## src/rtl/exc_pkg.sv

```systemverilog
// rtl/exc_pkg.sv - shared cause codes and sequencer state encoding
package exc_pkg;

    localparam logic [1:0] EC_OPCODE = 2'b00;
    localparam logic [1:0] EC_OVF    = 2'b01;
    localparam logic [1:0] EC_DIV0   = 2'b10;

    typedef enum logic [1:0] {
        IDLE    = 2'b00,
        CAPTURE = 2'b01,
        FETCH   = 2'b10,
        LOAD    = 2'b11
    } state_t;

endpackage

```

## src/rtl/exc_priority_enc.sv

```systemverilog
// rtl/exc_priority_enc.sv - fixed-priority encoder of exception causes
module exc_priority_enc
    import exc_pkg::*;
(
    input  logic [2:0] cause,
    output logic       valid,
    output logic [1:0] code
);

    // cause[0]=opcode, cause[1]=ovf, cause[2]=div0; lowest index wins
    always_comb begin
        valid = |cause;
        code  = EC_OPCODE;
        if (cause[0]) begin
            code = EC_OPCODE;
        end else if (cause[1]) begin
            code = EC_OVF;
        end else if (cause[2]) begin
            code = EC_DIV0;
        end
    end

endmodule

```

## src/rtl/exception_sequencer.sv

```systemverilog
// rtl/exception_sequencer.sv - multicycle exception entry: capture cause, write EPC, fetch vector, load PC
module exception_sequencer
    import exc_pkg::*;
#(
    parameter int MEM_LAT   = 2,
    parameter int PC_OFFSET = 4
) (
    input  logic        clk,
    input  logic        reset_n,
    input  logic        exc_opcode,
    input  logic        exc_ovf,
    input  logic        exc_div0,
    input  logic [31:0] new_pc,
    input  logic [31:0] old_pc,
    input  logic [31:0] mem_data_in,
    output logic [1:0]  ec_control,
    output logic [31:0] mem_addr,
    output logic        mem_read,
    output logic        epc_write,
    output logic [31:0] epc_data,
    output logic        pc_write,
    output logic [31:0] pc_next,
    output logic        exc_busy,
    output logic        exc_lost
);

    localparam int CW = (MEM_LAT > 1) ? $clog2(MEM_LAT) : 1;

    logic          cause_valid;
    logic [1:0]    cause_code;
    state_t        state;
    logic [CW-1:0] cnt;

    // Handler addresses live in one byte; the upper data bits carry nothing.
    logic unused_data_hi;
    assign unused_data_hi = ^mem_data_in[31:8];

    exc_priority_enc u_enc (
        .cause ({exc_div0, exc_ovf, exc_opcode}),
        .valid (cause_valid),
        .code  (cause_code)
    );

    always_ff @(posedge clk) begin
        if (!reset_n) begin
            state      <= IDLE;
            cnt        <= '0;
            ec_control <= 2'b00;
            mem_addr   <= '0;
            mem_read   <= 1'b0;
            epc_write  <= 1'b0;
            epc_data   <= '0;
            pc_write   <= 1'b0;
            pc_next    <= '0;
            exc_busy   <= 1'b0;
            exc_lost   <= 1'b0;
        end else begin
            epc_write <= 1'b0;
            pc_write  <= 1'b0;
            case (state)
                IDLE: begin
                    if (cause_valid) begin
                        ec_control <= cause_code;
                        epc_write  <= 1'b1;
                        epc_data   <= old_pc - 32'(PC_OFFSET);
                        exc_busy   <= 1'b1;
                        state      <= CAPTURE;
                    end
                end
                CAPTURE: begin
                    mem_read <= 1'b1;
                    mem_addr <= new_pc;
                    cnt      <= CW'(MEM_LAT - 1);
                    state    <= FETCH;
                end
                FETCH: begin
                    if (cnt == '0) begin
                        mem_read <= 1'b0;
                        pc_write <= 1'b1;
                        pc_next  <= {24'b0, mem_data_in[7:0]};
                        state    <= LOAD;
                    end else begin
                        cnt <= cnt - CW'(1);
                    end
                end
                LOAD: begin
                    exc_busy <= 1'b0;
                    state    <= IDLE;
                end
                default: state <= IDLE;
            endcase
            // Any cause arriving outside IDLE (LOAD included) is lost, not queued.
            if (cause_valid && (state != IDLE)) begin
                exc_lost <= 1'b1;
            end
        end
    end

endmodule
```

## config.mk

```make
export PLATFORM = sky130hd
export DESIGN_NAME = exception_sequencer
export DESIGN_NICKNAME = d
export VERILOG_FILES = /design/src/rtl/exc_pkg.sv /design/src/rtl/exc_priority_enc.sv /design/src/rtl/exception_sequencer.sv
export SDC_FILE = /design/constraint.sdc
export NUM_CORES = 1
export LEC_CHECK = 0
export ABC_AREA = 1
export CAP_MARGIN = 25
export CORE_ASPECT_RATIO = 0.8
export CORE_MARGIN = 5
export CORE_UTILIZATION = 37
export CTS_CLUSTER_DIAMETER = 120
export CTS_CLUSTER_SIZE = 24
export DETAILED_ROUTE_END_ITERATION = 10
export PLACE_DENSITY = 0.81
export SLEW_MARGIN = 5
export SYNTH_ARGS = -nofsm -noshare
export SYNTH_HDL_FRONTEND = slang
export SYNTH_SLANG_ARGS = --single-unit
```

## constraint.sdc

```tcl
create_clock -name clk -period 1.5 [get_ports clk]
set_input_delay 0.45 -clock clk [delete_from_list [all_inputs] [get_ports clk]]
set_output_delay 0.45 -clock clk [all_outputs]
set_load 0.05 [all_outputs]
```

# == After elaboration in Yosys (flattened, before gate mapping) ==
# Cells that the tools add are included.
# word_totals
elab_cells,46
in_bits,101
register_bits,82
# classes
eq_ne,5
reduce_logical,13
addsub,2
bitwise,1
mux,14
# ops
op,count
subtractor 32 x 3 -> 32 bit (second input constant),1
AND reduction 2 bit,7
two-way mux 2 bit,5
case mux 2 bit (4 select lines),1
case mux 1 bit (2 select lines),3
nonzero test 2 bit,3
two-way mux 1 bit,5
equality test 2 bit (second input constant),2
!= test 2 bit (second input constant),2
OR reduction 3 bit,1
equality test 2 x 1 -> 1 bit (second input constant),1
logical NOT 2 bit,1
logical AND 1 bit,1
inverter 1 bit,1
subtractor 1 bit (second input constant),1

# == Depth between registers and ports, before layout ==
# logic_depth
ltp_word,3
ltp_mapped,9
mapped_depth_nobuf,9

# == By module ==
# A second synthesis with hierarchy kept.
# unflattened
cells_unflattened,600
area_unflattened_um2,4022.6
# modules_own_cells
module,seq_area_each_um2,cells_each,area_each_um2,n_inst
exception_sequencer,1641.6,593,3991.3,1
exc_priority_enc,0.0,7,31.3,1

# == Worst setup path after synthesis ==
# No wires, ideal clock.
# synth_timing
kind,input port to flip-flop
start,input old_pc[2]
end,register epc_data[18]
arrival_ns,1.424
required_ns,1.383
cell_stages,9
setup_time_ns,0.117
path_buffers,0
slack_ns,-0.040
path_cell_list,inv_1 -> ha_1 -> nand2_1 -> nor2_4 -> nand2_1 -> nand2_1 -> nand3_1 -> o211ai_1 -> inv_1
# synth_between
elab_chain_len,1
# synth_rtl
item,line_no,source
from (decl),exception_sequencer.sv:14,"input logic [31:0] old_pc,"
subtractor 32 x 3 -> 32 bit,exception_sequencer.sv:65,epc_data <= old_pc - 32'(PC_OFFSET);
to (signal assigned),exception_sequencer.sv:65,
to (decl),exception_sequencer.sv:20,"output logic [31:0] epc_data,"
# No other way between the ends.
# A chain may end at the register's enable or synchronous reset.

# == Worst setup path after layout ==
# layout_timing
start,register state[0]
end,register epc_data[20]
# layout_between
elab_chain_len,2
# layout_rtl
item,line_no,source
from (decl),exception_sequencer.sv:31,state_t state;
from (signal assigned),exception_sequencer.sv:46,state <= IDLE;
from (signal assigned),exception_sequencer.sv:67,state <= CAPTURE;
from (signal assigned),exception_sequencer.sv:74,state <= FETCH;
logical NOT 2 bit,exception_sequencer.sv:60,case (state)
AND reduction 2 bit (no source line),-,
# No other way between the ends.

==> key figures <==
Setup path
  • R2R depth: 9
  • CP most frequent cell: inv_1
  • Slowest cell delay on critical path: 0.32 ns
  • Required time worst endpoint: 1.73 ns
  • Critical Path Slowest Stage Cell: dfxtp_2
  • CP top delay family: buffers and inverters
  • Critical Path Start Type: register
  • End of the critical path: epc_data[20]$_SDFFE_PN0P_
  • CP Buf/Inv Count: 4
  • Critical Path Fanout Max: 18
  • RR Endpoint: epc_data[20]$_SDFFE_PN0P_
  • RR Startpoint: state[0]$_SDFFE_PN0P_
  • Setup slack, reg-to-reg: 0.06 ns
  • CP cell instances: inv_1 > ha_4 > o21ai_4 > nand2_4 > buf_4 > clkbuf_16 > nand3_2 > nand2_1 > inv_1
  • Stages on worst setup path: 9
  • Crit path from: state[0]$_SDFFE_PN0P_
  • Worst Path Class, Setup: reg2reg
  • Crit path DAT: 1.67 ns
  • Worst setup EP type: register

Clock tree
  • Maximum buffer depth of the clock tree: 2
  • Root Buffer: clkbuf_16
  • CTS tree: yes
  • Number of hold buffers added after cts: 0
  • Total CTS buffers: 9
  • CTS H-Tree Depth: 3
  • Clk slew on worst S/H paths: 0.06 ns
  • Num Clock Sinks: 82
  • Clk Latency, worst-skew pair: 0.33 ns

Hold path
  • Min-delay worst type: in2reg

Timing
  • Pins over their slew limit: 0
  • Fin crit share: 0.959
  • Final TNS setup: 0 ns
  • Clock Skews: 0.00475 ns
  • RSZ-0062 raised after global routing: true
  • Final Hold Violating Endpoints: 0
  • Final setup vio count: 0
  • Minimum clock period: 1.44 ns
  • Max Fclk: 695 MHz

Cells and area
  • FILL cells: 861
  • Most common cell after layout, fill and taps aside: nor2_1
  • Layout cells sized above 1: 0.276
  • Synthesis-to-finish area growth: 83.2%
  • Commonest cells after routing, fill and taps aside: 126 x nor2_1, 84 x nand2_1, 83 x buf_12
  • Final Instance Area: 7480 sq um
  • Fin nets: 906

Global route
  • First-pass GRT wire length: 20.9 mm
  • All-layer global routing usage: 0.194
  • Pin count of the biggest net entering global routing: 45
  • Initial antenna violation count: 1
  • Gr ovfl total: 0
  • Vias in the first global route: 4141

Route
  • Avg WL per Cell: 14.4 microns
  • DRC violations left: 0
  • Final WL: 13.7 mm
  • Routed Antenna Nets: 0
  • Via density: 4.60
  • Initial DRC count: 236
  • Via count: 4362
  • Detailed-router iteration count before antenna repair: 4

Die
  • DIE HEIGHT: 104 microns
  • Starting density of the core: 0.376
  • Core Region: 10800 sq um
  • Row Count: 34
  • Die Area: 13200 sq um
  • Die width: 127 microns
  • IO Count: 204

Logic synthesis
  • Syn_area_per_cell: 6.90 sq um
  • Yosys Warn Count: 0
  • Post-Syn Instances: 592
  • Flops & latches, synth: 82
  • Register area share after synthesis: 0.402
  • Mapped Area: 4080 sq um
  • Synth unique cells: 32

Placed design
  • Port bufs: 155
  • RD Place Congestion: 0.948
  • Placed cell area: 6870 sq um
  • Detailed placement HPWL: 10.2 mm

Run status
  • Outcome: completed

Power
  • Worst vdd ir: 1.40 mV
  • Leakage power: 0.00352 uW
  • Pwr/cell area: 2000 nW/um^2

Job
  • Number of max-cap violations: 0
==> layout make-up <==
type / count / area, sq um / area share
diodes: 1 / 2.50 / 0.000335
well taps: 144 / 180 / 0.0241
multi-input cells: 431 / 2170 / 0.290
clock inverters: 5 / 110 / 0.0147
flip-flops and latches: 82 / 1640 / 0.220
inverters: 58 / 218 / 0.0291
clock buffers: 11 / 243 / 0.0325
repair buffers: 217 / 2910 / 0.389
==> worst reg2reg max path, delay by kind of cell (launching register included) <==
kind / cells / cell delay (ns)
buffers and inverters: 4 / 0.49
flip-flops: 1 / 0.32
AO/OA/AOI/OAI: 1 / 0.08
AND/OR/NAND/NOR: 3 / 0.28
adder cells (fa/ha/maj): 1 / 0.18
==> synthesized netlist by cell type, drive strengths merged <==
| library cell | n | area share |
|---|---|---|
| nor2 | 166 | 0.17 |
| nand2 | 97 | 0.098 |
| dfxtp | 82 | 0.40 |
| o21ai | 58 | 0.071 |
| inv | 57 | 0.052 |
| nand3 | 37 | 0.045 |
| buf | 32 | 0.057 |
| a21oi | 14 | 0.017 |
| clkbuf | 12 | 0.013 |
| nand4 | 7 | 0.011 |
| ha | 6 | 0.018 |
| xor2 | 6 | 0.013 |
| a31oi | 3 | 0.0046 |
| nand3b | 3 | 0.0055 |
| nor3 | 3 | 0.0037 |
| o211ai | 3 | 0.0055 |
| clkinv | 1 | 0.00092 |
| conb | 1 | 0.00092 |
| o21a | 1 | 0.0018 |
| o21bai | 1 | 0.0018 |
| or2 | 1 | 0.0015 |
| xnor2 | 1 | 0.0021 |
==> stage by stage <==
stage / instances / hold WS, ns / util / power (uW) / worst slack, ns
after floorplan: 615 / 0.512 / - / 7620 / -0.00891
after global placement: 925 / 0.488 / 0.633 / 11700 / -0.433
after detailed placement: 925 / 0.493 / 0.633 / 11900 / -0.454
after CTS: 942 / 0.435 / 0.671 / 14600 / 0.000431
after global routing: 949 / 0.449 / 0.689 / 15700 / -0.0335
final: 949 / 0.447 / 0.689 / 15000 / 0.0621
==> state kept, by name, indices dropped and copies added, names as in the netlist <==
register and flops:
state 2, epc_write 1, exc_lost 1, pc_next 8, mem_addr 32, ec_control 2
pc_write 1, mem_read 1, exc_busy 1, epc_data 32, cnt 1
==> power by group <==
group          total, uW  leakage [uW]  internal, uW  switching, uW
Clock               2590      0.000172          1690            905
Combinational       8670       0.00267          4000           4670
Sequential          3700      0.000679          2940            758
Total              15000       0.00352          8630           6330
==> what timing repair did <==
item	in CTS	in global routing
endpoints found under the setup margin	30	37
gates cloned	0	3
buffers inserted	1	3
pin swaps	16	5
gates resized for setup	41	36
==> per-layer routing <==
layer  track usage  share of wire
met2         0.312           0.48
met1         0.249           0.42
met4        0.0559          0.014
met5             0              0
met3        0.0580          0.084
==> cell families after synthesis <==
kind of cell | after synthesis | share of synthesized area
simple gates | 314 | 0.338
buf+inv | 102 | 0.124
flops | 82 | 0.402
compound gates | 80 | 0.102
xor+xnor | 7 | 0.0150
fa+ha+maj | 6 | 0.0184
other cells | 1 | 0.000919
==> worst min path at each step <==
stage | start | to | slack (ns) | cells past startpoint
6_report | reset_n | ec_control[1]$_SDFFE_PN0P_ | 0.45 | 3
3_3_place_gp | epc_data[1]$_SDFFE_PN0P_ | epc_data[1]$_SDFFE_PN0P_ | 0.49 | 2
2_1_floorplan | state[1]$_SDFFE_PN0P_ | state[1]$_SDFFE_PN0P_ | 0.51 | 2
3_5_place_dp | ec_control[0]$_SDFFE_PN0P_ | ec_control[0]$_SDFFE_PN0P_ | 0.49 | 2
4_1_cts | reset_n | ec_control[1]$_SDFFE_PN0P_ | 0.44 | 3
5_1_grt | reset_n | ec_control[1]$_SDFFE_PN0P_ | 0.45 | 3
Power figures use the tool's default switching activity.
